`config.mk`:
```
export PLATFORM = sky130hd
export DESIGN_NAME = snake_game_ctrl
export DESIGN_NICKNAME = d
export VERILOG_FILES = /design/src/rtl/snake_pkg.sv /design/src/rtl/var_tick_timer.sv /design/src/rtl/snake_game_ctrl.sv
export SDC_FILE = /design/constraint.sdc
export NUM_CORES = 1
export LEC_CHECK = 0
export ABC_CLOCK_PERIOD_IN_PS = 7100
export BUFFER_PORTS_ARGS = -buffer_cell sky130_fd_sc_hd__buf_2
export CORE_MARGIN = 4
export CORE_UTILIZATION = 45
export DETAILED_ROUTE_END_ITERATION = 6
export GPL_ROUTABILITY_DRIVEN = 0
export PLACE_DENSITY_LB_ADDON = 0.12
export SYNTH_ARGS = -nofsm -noshare
export SYNTH_HDL_FRONTEND = slang
export SYNTH_SLANG_ARGS = --single-unit
```
`constraint.sdc`:
```
create_clock -name clk -period 7.1 [get_ports clk]
set_clock_uncertainty 0.1 [all_clocks]
set_input_delay 1.065 -clock clk [delete_from_list [all_inputs] [get_ports clk]]
set_output_delay 1.065 -clock clk [all_outputs]
set_load 0.05 [all_outputs]
```
`src/rtl/snake_pkg.sv`:
```
// Shared snake-game constants: game-state encoding plus default grid and tick timing.
package snake_pkg;

  localparam int unsigned GRID_X         = 10;
  localparam int unsigned GRID_Y         = 10;
  localparam int unsigned TICK_BASE_CLK  = 12000000;
  localparam int unsigned TICK_MIN_CLK   = 3000000;
  localparam int unsigned TICK_DEC_CLK   = 1000000;
  localparam int unsigned APPLES_PER_LVL = 5;
  localparam int unsigned LEVEL_MAX      = 15;
  localparam int unsigned SCORE_BITS     = 16;

  typedef enum logic [2:0] {
    ST_IDLE  = 3'd0,
    ST_RUN   = 3'd1,
    ST_PAUSE = 3'd2,
    ST_OVER  = 3'd3,
    ST_WIN   = 3'd4
  } game_state_e;

endpackage

```
`src/rtl/var_tick_timer.sv`:
```
// Variable-modulus tick counter; a new period is adopted only at a wrap or while cleared.
module var_tick_timer #(
  parameter int unsigned CNT_W      = 24,
  parameter int unsigned PER_W      = 24,
  parameter int unsigned RST_PERIOD = 12000000
) (
  input  logic             clk,
  input  logic             key0_rst,
  input  logic [PER_W-1:0] period,
  input  logic             enable,
  input  logic             clear,
  output logic             tick
);

  logic [CNT_W-1:0] cnt_q, cnt_d;
  logic [PER_W-1:0] cur_q, cur_d;
  logic             tick_q, tick_d;
  logic [CNT_W-1:0] last_c;

  assign last_c = CNT_W'(cur_q - PER_W'(1));

  always_comb begin
    cnt_d  = cnt_q;
    cur_d  = cur_q;
    tick_d = 1'b0;
    if (clear) begin
      cnt_d = '0;
      cur_d = period;
    end else if (enable) begin
      if (cnt_q == last_c) begin
        cnt_d  = '0;
        cur_d  = period;
        tick_d = 1'b1;
      end else begin
        cnt_d = cnt_q + CNT_W'(1);
      end
    end
  end

  always_ff @(posedge clk or negedge key0_rst) begin
    if (!key0_rst) begin
      cnt_q  <= '0;
      cur_q  <= PER_W'(RST_PERIOD);
      tick_q <= 1'b0;
    end else begin
      cnt_q  <= cnt_d;
      cur_q  <= cur_d;
      tick_q <= tick_d;
    end
  end

  assign tick = tick_q;

endmodule

```
`src/rtl/snake_game_ctrl.sv`:
```
// Snake game controller: run/pause/over/win FSM, score/level/high-score tracking
// and a level-dependent step tick.
module snake_game_ctrl
  import snake_pkg::*;
#(
  parameter int unsigned SIZE_X           = GRID_X,
  parameter int unsigned SIZE_Y           = GRID_Y,
  parameter int unsigned BASE_TICK_CLK    = TICK_BASE_CLK,
  parameter int unsigned MIN_TICK_CLK     = TICK_MIN_CLK,
  parameter int unsigned TICK_DEC         = TICK_DEC_CLK,
  parameter int unsigned APPLES_PER_LEVEL = APPLES_PER_LVL,
  parameter int unsigned MAX_LEVEL        = LEVEL_MAX,
  parameter int unsigned SCORE_W          = SCORE_BITS
) (
  input  logic                               clk,
  input  logic                               key0_rst,
  input  logic                               start_key,
  input  logic                               pause_key,
  input  logic                               apple_eaten,
  input  logic                               dead,
  input  logic [15:0]                        snake_len,
  output logic                               step,
  output logic                               game_start,
  output logic [2:0]                         game_state,
  output logic [SCORE_W-1:0]                 score,
  output logic [SCORE_W-1:0]                 high_score,
  output logic [$clog2(MAX_LEVEL+1)-1:0]     level
);

  localparam int unsigned LVL_W = $clog2(MAX_LEVEL + 1);
  localparam int unsigned APL_W = $clog2(APPLES_PER_LEVEL + 1);
  localparam int unsigned CNT_W = $clog2(BASE_TICK_CLK);
  localparam int unsigned PER_W = $clog2(BASE_TICK_CLK + 1);
  localparam int unsigned CELLS = SIZE_X * SIZE_Y;

  game_state_e        state_q, state_d;
  logic [SCORE_W-1:0] score_q, score_d;
  logic [SCORE_W-1:0] high_q, high_d;
  logic [LVL_W-1:0]   level_q, level_d;
  logic [APL_W-1:0]   apple_q, apple_d;
  logic [PER_W-1:0]   period_q, period_d;
  logic               gstart_q, gstart_d;
  logic               tmr_en, tmr_clear, tmr_tick;

  // Saturating period = max(MIN, BASE - lvl*DEC) without underflow.
  function automatic logic [PER_W-1:0] period_for(input logic [LVL_W-1:0] lvl);
    int unsigned dec;
    dec = 32'(lvl) * TICK_DEC;
    if (dec >= BASE_TICK_CLK - MIN_TICK_CLK) return PER_W'(MIN_TICK_CLK);
    else return PER_W'(BASE_TICK_CLK - dec);
  endfunction

  always_comb begin
    state_d  = state_q;
    score_d  = score_q;
    high_d   = high_q;
    level_d  = level_q;
    apple_d  = apple_q;
    gstart_d = 1'b0;
    case (state_q)
      ST_IDLE, ST_OVER, ST_WIN: begin
        if (start_key) begin
          state_d  = ST_RUN;
          gstart_d = 1'b1;
          score_d  = '0;
          level_d  = '0;
          apple_d  = '0;
        end
      end
      ST_RUN: begin
        if (apple_eaten) begin
          if (score_q != {SCORE_W{1'b1}}) score_d = score_q + SCORE_W'(1);
          if (apple_q == APL_W'(APPLES_PER_LEVEL - 1)) begin
            apple_d = '0;
            if (level_q != LVL_W'(MAX_LEVEL)) level_d = level_q + LVL_W'(1);
          end else begin
            apple_d = apple_q + APL_W'(1);
          end
        end
        if (dead)                           state_d = ST_OVER;
        else if (32'(snake_len) >= CELLS)   state_d = ST_WIN;
        else if (pause_key)                 state_d = ST_PAUSE;
        if ((state_d == ST_OVER || state_d == ST_WIN) && score_d > high_q) high_d = score_d;
      end
      ST_PAUSE: begin
        if (pause_key) state_d = ST_RUN;
      end
      default: state_d = ST_IDLE;
    endcase
    // Parked at BASE outside a game so a restart always begins at the level-0 rate.
    if (gstart_d || !(state_d == ST_RUN || state_d == ST_PAUSE))
      period_d = PER_W'(BASE_TICK_CLK);
    else
      period_d = period_for(level_q);
  end

  always_ff @(posedge clk or negedge key0_rst) begin
    if (!key0_rst) begin
      state_q  <= ST_IDLE;
      score_q  <= '0;
      high_q   <= '0;
      level_q  <= '0;
      apple_q  <= '0;
      period_q <= PER_W'(BASE_TICK_CLK);
      gstart_q <= 1'b0;
    end else begin
      state_q  <= state_d;
      score_q  <= score_d;
      high_q   <= high_d;
      level_q  <= level_d;
      apple_q  <= apple_d;
      period_q <= period_d;
      gstart_q <= gstart_d;
    end
  end

  // Count only RUN cycles that stay in play; a game-ending cycle never emits a step.
  assign tmr_clear = (state_q == ST_IDLE) || (state_q == ST_OVER) || (state_q == ST_WIN);
  assign tmr_en    = (state_q == ST_RUN) && (state_d == ST_RUN || state_d == ST_PAUSE);

  var_tick_timer #(
    .CNT_W      (CNT_W),
    .PER_W      (PER_W),
    .RST_PERIOD (BASE_TICK_CLK)
  ) u_tick (
    .clk      (clk),
    .key0_rst (key0_rst),
    .period   (period_q),
    .enable   (tmr_en),
    .clear    (tmr_clear),
    .tick     (tmr_tick)
  );

  assign step       = tmr_tick;
  assign game_start = gstart_q;
  assign game_state = state_q;
  assign score      = score_q;
  assign high_score = high_q;
  assign level      = level_q;

endmodule

```
Word level (Yosys, flattened, before mapping):

Index checks and enable logic that the tools add are counted.

* $add $sub $neg: 6
* reductions and logical operators: 18
* order comparisons: 3
* multiplexer cells: 34
* multiply operators: 1
* eq/ne operators: 16

Operator list (count)
* $mux W24: 8
* $mux W16: 4
* $pmux W16 S2: 1
* $mux W3: 9
* $add A24 B1 Y24 const B: 1
* $eq A24 B24 Y1: 1
* $ge A24 B24 Y1 const B: 1
* $sub A24 B1 Y24 const B: 1
* $sub A24 B24 Y24 const A: 1
* $mul A4 B14 Y18 const B: 1
* $add A16 B1 Y16 const B: 1
* $ge A16 B7 Y1 const B: 1
* $gt A16 B16 Y1: 1
* $mux W4: 4
* $ne A16 B16 Y1 const B: 1
* $eq A3 B2 Y1 const B: 4
* $eq A3 B3 Y1 const B: 3
* $pmux W3 S3: 1
* $ne A2 B2 Y1 const B: 4
* $pmux W4 S2: 1
* $eq A3 B1 Y1 const B: 2
* $pmux W3 S2: 1
* $reduce_and A2 Y1: 3
* $reduce_bool A2 Y1: 3
* other kinds (11): 20

* input bits: 22
* output and inout port bits: 41
* register bits after elaboration: 116

Depth between registers and ports, before layout:

* word-level depth: 10
* depth in mapped cells: 16
* depth with buffers taken out: 14

By module:

A second synthesis with hierarchy kept.

* cell total of the unflattened synthesis: 749
* area, all modules: 7288.2 um^2

By module, submodules not included
* snake_game_ctrl: area each 4269.1 um^2, seq. area each 1539.0 um^2, cells an instance 445, times used 1
* var_tick_timer: area each 3019.1 um^2, seq. area each 1238.7 um^2, cells an instance 304, times used 1

Worst setup path before layout:

OpenSTA, ideal clock, no wires.

* kind: reg-to-reg
* start point: register score_q[0] (netlist: score[0])
* end point: register high_q[10] (netlist: high_score[10])
* data required time: 6875 ps
* cell stages (with the launch flop): 16
* buffers on the path: 1
* slack: 2736 ps
* setup time: 125 ps
* data arrival time: 4140 ps
* cell sequence: dfrtp_1 -> ha_1 -> and2_1 -> nand4_1 -> o31ai_1 -> nor2_1 -> nand3_1 -> xnor2_1 -> ha_1 -> a21o_1 -> a21o_1 -> a21oi_1 -> o21ai_0 -> o221ai_1 -> clkbuf_1 -> mux2_2

* longest elaborated chain between the ends: 7
* elaborated cells between the ends (all ways): 8
* those cells by class: add/sub (1); order compare (1); eq/ne (1); mux (3); reduce/logical (2)

RTL lines
* start, declared: RTL line snake_game_ctrl.sv:37 `logic [SCORE_W-1:0] score_q, score_d;`
* start signal, assigned: RTL line snake_game_ctrl.sv:108 `score_q <= score_d;`
* $add A16 B1 Y16 or $ne A16 B16 Y1 (tied branches): RTL line snake_game_ctrl.sv:72 `if (score_q != {SCORE_W{1'b1}}) score_d = score_q + SCORE_W'(1);`
* $mux W16: RTL line snake_game_ctrl.sv:72
* $mux W16 (*): RTL line snake_game_ctrl.sv:71 `if (apple_eaten) begin`
* $mux W16 (*): RTL line snake_game_ctrl.sv:60 `case (state_q)`
* $gt A16 B16 Y1: RTL line snake_game_ctrl.sv:83 `if ((state_d == ST_OVER || state_d == ST_WIN) && score_d > high_q) high_d = score_d;`
* $logic_and A1 B1 Y1: RTL line snake_game_ctrl.sv:83
* $reduce_and A2 Y1 (no source line)
* end signal, assigned: RTL line snake_game_ctrl.sv:109 `high_q <= high_d;`
* end, declared: RTL line snake_game_ctrl.sv:38 `logic [SCORE_W-1:0] high_q, high_d;`

Every way passes the cells marked *; elsewhere a longest branch is shown, timed or not. The select of a mux whose other input is x is not followed.
A chain may end at the register's enable or synchronous reset.

Final worst setup path:

* start point: register score_q[0] (netlist: score[0])
* end point: register high_q[5] (netlist: high_score[5])

Same word-level chain as after synthesis.

==> results.txt <==
CP Capture Type: flop
largest net degree at the start of global routing: 78
power per cell area: 277 mW/mm^2
vias post-DR: 5,775
RSZ-0062 raised after global routing: false
Max Root-Sink Buffers: 2
multi-input logic area: 0.00417 sq mm
Syn-to-layout area delta: 10.9%
post-DR vias/cell: 5.63
Setup violations, final: 0
actual slew at the worst max-slew pin: 1.11 ns
Req. time, crit path: 7.24 ns
critical-path cell list: ha_1, and2_1, nand4_1, o31ai_1, nor2_1, nand3_1, xnor2_1, ha_1, a21o_1, a21o_1, a21oi_1, o21ai_0, o221ai_1, buf_4, mux2_2
commonest non-fill, non-tap cell in the layout: dfrtp_1
Hold Path Depth: 1
post-CTS resize count: 0
worst skew pair latency: 0.36 ns
Die Span Y: 134 microns
DR DRC count: 0
register clock-pin slew on the reported worst setup and hold paths: 0.08 ns
outcome: finished, final reports clean
Mapped Cells: 768
Post-DRT Antenna Nets: 0
root buf cell: clkbuf_16
total global-route track usage: 0.187
drt pass-1 iters: 5
Worst Path Class, Setup: reg2reg
min-delay src: period_q[19]
worst-path fanout max: 14
Die W: 134 microns
share of synthesized registers carrying an async set or reset: 1.00
Syn Nets: 837
Leak Pwr: 3.56 nW
initial antenna violation count: 0
Synth Area in XOR/XNOR: 0.0691
Crit path depth: 15
Core Rows: 45
mean area per synthesized cell: 9.24 sq um
highest-delay cell along the critical path: o31ai_1
Max-slew headroom: 0.251
post-synthesis adder-cell area fraction: 0.0882
PortBufs: 60
max incr delay on CP: 0.50 ns
worst reg2reg path depth: 15
Top delay family on crit path: compound AO/OA/AOI/OAI gates
Area after DPL: 0.00756 sq mm
FILL cells: 1,448
highest-count cells in the layout ignoring fill and taps: dfrtp_1 (84), nand2_1 (74), nand3_1 (64), buf_2 (59), ha_1 (42)
main combinational cell family by area after synthesis: simple AND/OR/NAND/NOR gates
Syn Std Cell Area: 0.00710 sq mm
Design Area, Final: 0.00787 sq mm
CTS Buf Count: 9
die area: 0.0178 sq mm
number of synthesized flops with an enable pin: 0
total setup buffers inserted after CTS: 0
max-cap viol count: 0
number of library cell types mapped by synthesis: 72
sequential area share after synthesis: 0.370
DR iter-0 viols: 427
core footprint: 0.0153 sq mm
fin crit period: 4.22 ns
CP Data Arrival Time: 4.36 ns
nets: 879
H-tree Lvls: 3
fin. max-slew vios: 0
WL/cell: 15.8 microns
Top Ports: 63
Yosys warning total: 0
# clock sinks: 104
vias in the first global route: 5,715
Hold-fix buffers, CTS: 0
# diodes: 0
Setup TNS: 0 ns
final WL: 16.2 mm
Synth Flop Type: dfrtp_1
startpoint types: flop
Synth Area in Compound Gates: 0.146
Buf+Inv Stages, Crit Path: 1
grt total ovfl: 0
post-route clock period utilization: 0.594
post-synthesis simple-gate area fraction: 0.219
Worst Setup SP: score[0]
CTS tree: built
FF-to-FF Start: score[0]
Reg area: 0.00263 sq mm
first-pass GRT wire length: 27.8 mm
Fmax: 237 MHz
flops & latches, synth: 104
Detail Placement HPWL: 11.7 mm
type of the most critical hold path: reg2reg
endpoints failing hold: 0
post-synthesis mux area share: 0.0651
fraction of layout cells with a size suffix above 1: 0.189
Worst VDD drop: 195 uV
Initial Utilization: 0.463
where the power goes:
part	leakage [nW]	internal, mW	switching (mW)	total, mW
Combinational	2.03	0.326	0.582	0.908
Clock	0.153	0.268	0.244	0.512
Sequential	1.37	0.671	0.0914	0.762
worst reg2reg max path: stages (launching register included):
cell      delay [ns]
dfrtp_1         0.45
ha_1            0.19
and2_1          0.16
nand4_1         0.23
o31ai_1         0.50
nor2_1          0.24
nand3_1         0.15
xnor2_1         0.19
ha_1            0.31
a21o_1          0.18
a21o_1          0.17
a21oi_1         0.12
o21ai_0         0.09
o221ai_1        0.34
buf_4           0.31
mux2_2          0.36
final timing paths:
path | slack, ns | end
min | 0.37 | u_tick.cur_q[19]
min in group asynchronous | 0.51 | u_tick.cnt_q[3]
max in group asynchronous | 5.12 | score[5]
max reg2reg | 2.88 | high_score[5]
max | 2.88 | high_score[5]
min reg2reg | 0.37 | u_tick.cur_q[19]
stage by stage:
stage / hold WS (ns) / util / instances / power [mW] / setup slack (ns)
floorplan: 0.356 / - / 768 / 1.47 / 2.74
global placement: 0.364 / 0.494 / 1010 / 1.66 / 2.92
detailed placement: 0.366 / 0.494 / 1010 / 1.68 / 2.82
CTS: 0.380 / 0.514 / 1026 / 2.21 / 2.86
global route: 0.404 / 0.514 / 1026 / 2.33 / 2.54
finish: 0.371 / 0.514 / 1026 / 2.18 / 2.88
synthesized netlist by cell type, types with 3 or more instances:
| master | count | share of area |
|---|---|---|
| a31o_1 | 11 | 0.014 |
| mux2i_1 | 3 | 0.0042 |
| xor2_1 | 16 | 0.020 |
| o211ai_1 | 6 | 0.0063 |
| xnor2_1 | 40 | 0.049 |
| nor2_1 | 37 | 0.020 |
| o2bb2ai_1 | 4 | 0.0049 |
| mux2_2 | 25 | 0.040 |
| a311oi_1 | 3 | 0.0037 |
| ha_1 | 42 | 0.074 |
| clkbuf_1 | 30 | 0.016 |
| nor3_1 | 13 | 0.0092 |
| inv_1 | 41 | 0.022 |
| dfstp_2 | 20 | 0.074 |
| nand3_1 | 64 | 0.045 |
| o21ai_1 | 5 | 0.0035 |
| nor2b_1 | 6 | 0.0053 |
| nor3b_1 | 3 | 0.0032 |
| or4_1 | 13 | 0.014 |
| nand4_1 | 9 | 0.0079 |
| nor4_4 | 3 | 0.0090 |
| a21o_1 | 8 | 0.0085 |
| and2_1 | 6 | 0.0053 |
| a21oi_1 | 35 | 0.025 |
| a31oi_1 | 9 | 0.0079 |
| and3_1 | 13 | 0.011 |
| o21ai_0 | 32 | 0.023 |
| or3_1 | 9 | 0.0079 |
| nand2b_1 | 8 | 0.0071 |
| mux2_4 | 10 | 0.021 |
| o21bai_1 | 6 | 0.0063 |
| o21a_1 | 6 | 0.0063 |
| or2_2 | 5 | 0.0044 |
| nand2_1 | 74 | 0.039 |
| nand4b_1 | 5 | 0.0062 |
| o31ai_1 | 3 | 0.0032 |
| nor4_1 | 14 | 0.012 |
| fa_1 | 5 | 0.014 |
| dfrtp_1 | 84 | 0.30 |
cell type report:
class,instances,share of cell area
timing repair buffer,66,0.0442
clock buffer,10,0.0318
multi-input combinational,588,0.530
clock inverter,6,0.00747
sequential,104,0.334
tap,211,0.0335
inverter,41,0.0196
layer usage:
layer	track usage	wire length, microns	up-vias
li1	-	-	2853
met1	0.238	7320	2753
met2	0.316	7890	144
met3	0.0457	688	25
met4	0.0560	301	0
met5	0	0	-
flip-flops by register name (all words and copies together), names as in the netlist:
register      count
apple_q           3
game_start        1
game_state        3
high_score       16
level             4
period_q         18
score            16
u_tick.cnt_q     24
u_tick.cur_q     18
u_tick.tick       1
cell families after synthesis:
kind of cell	Yosys count
flops	104
mux	38
fa+ha+maj	47
buf+inv	76
compound gates	155
simple gates	292
xor+xnor	56
(Power assumes the default switching activity.)
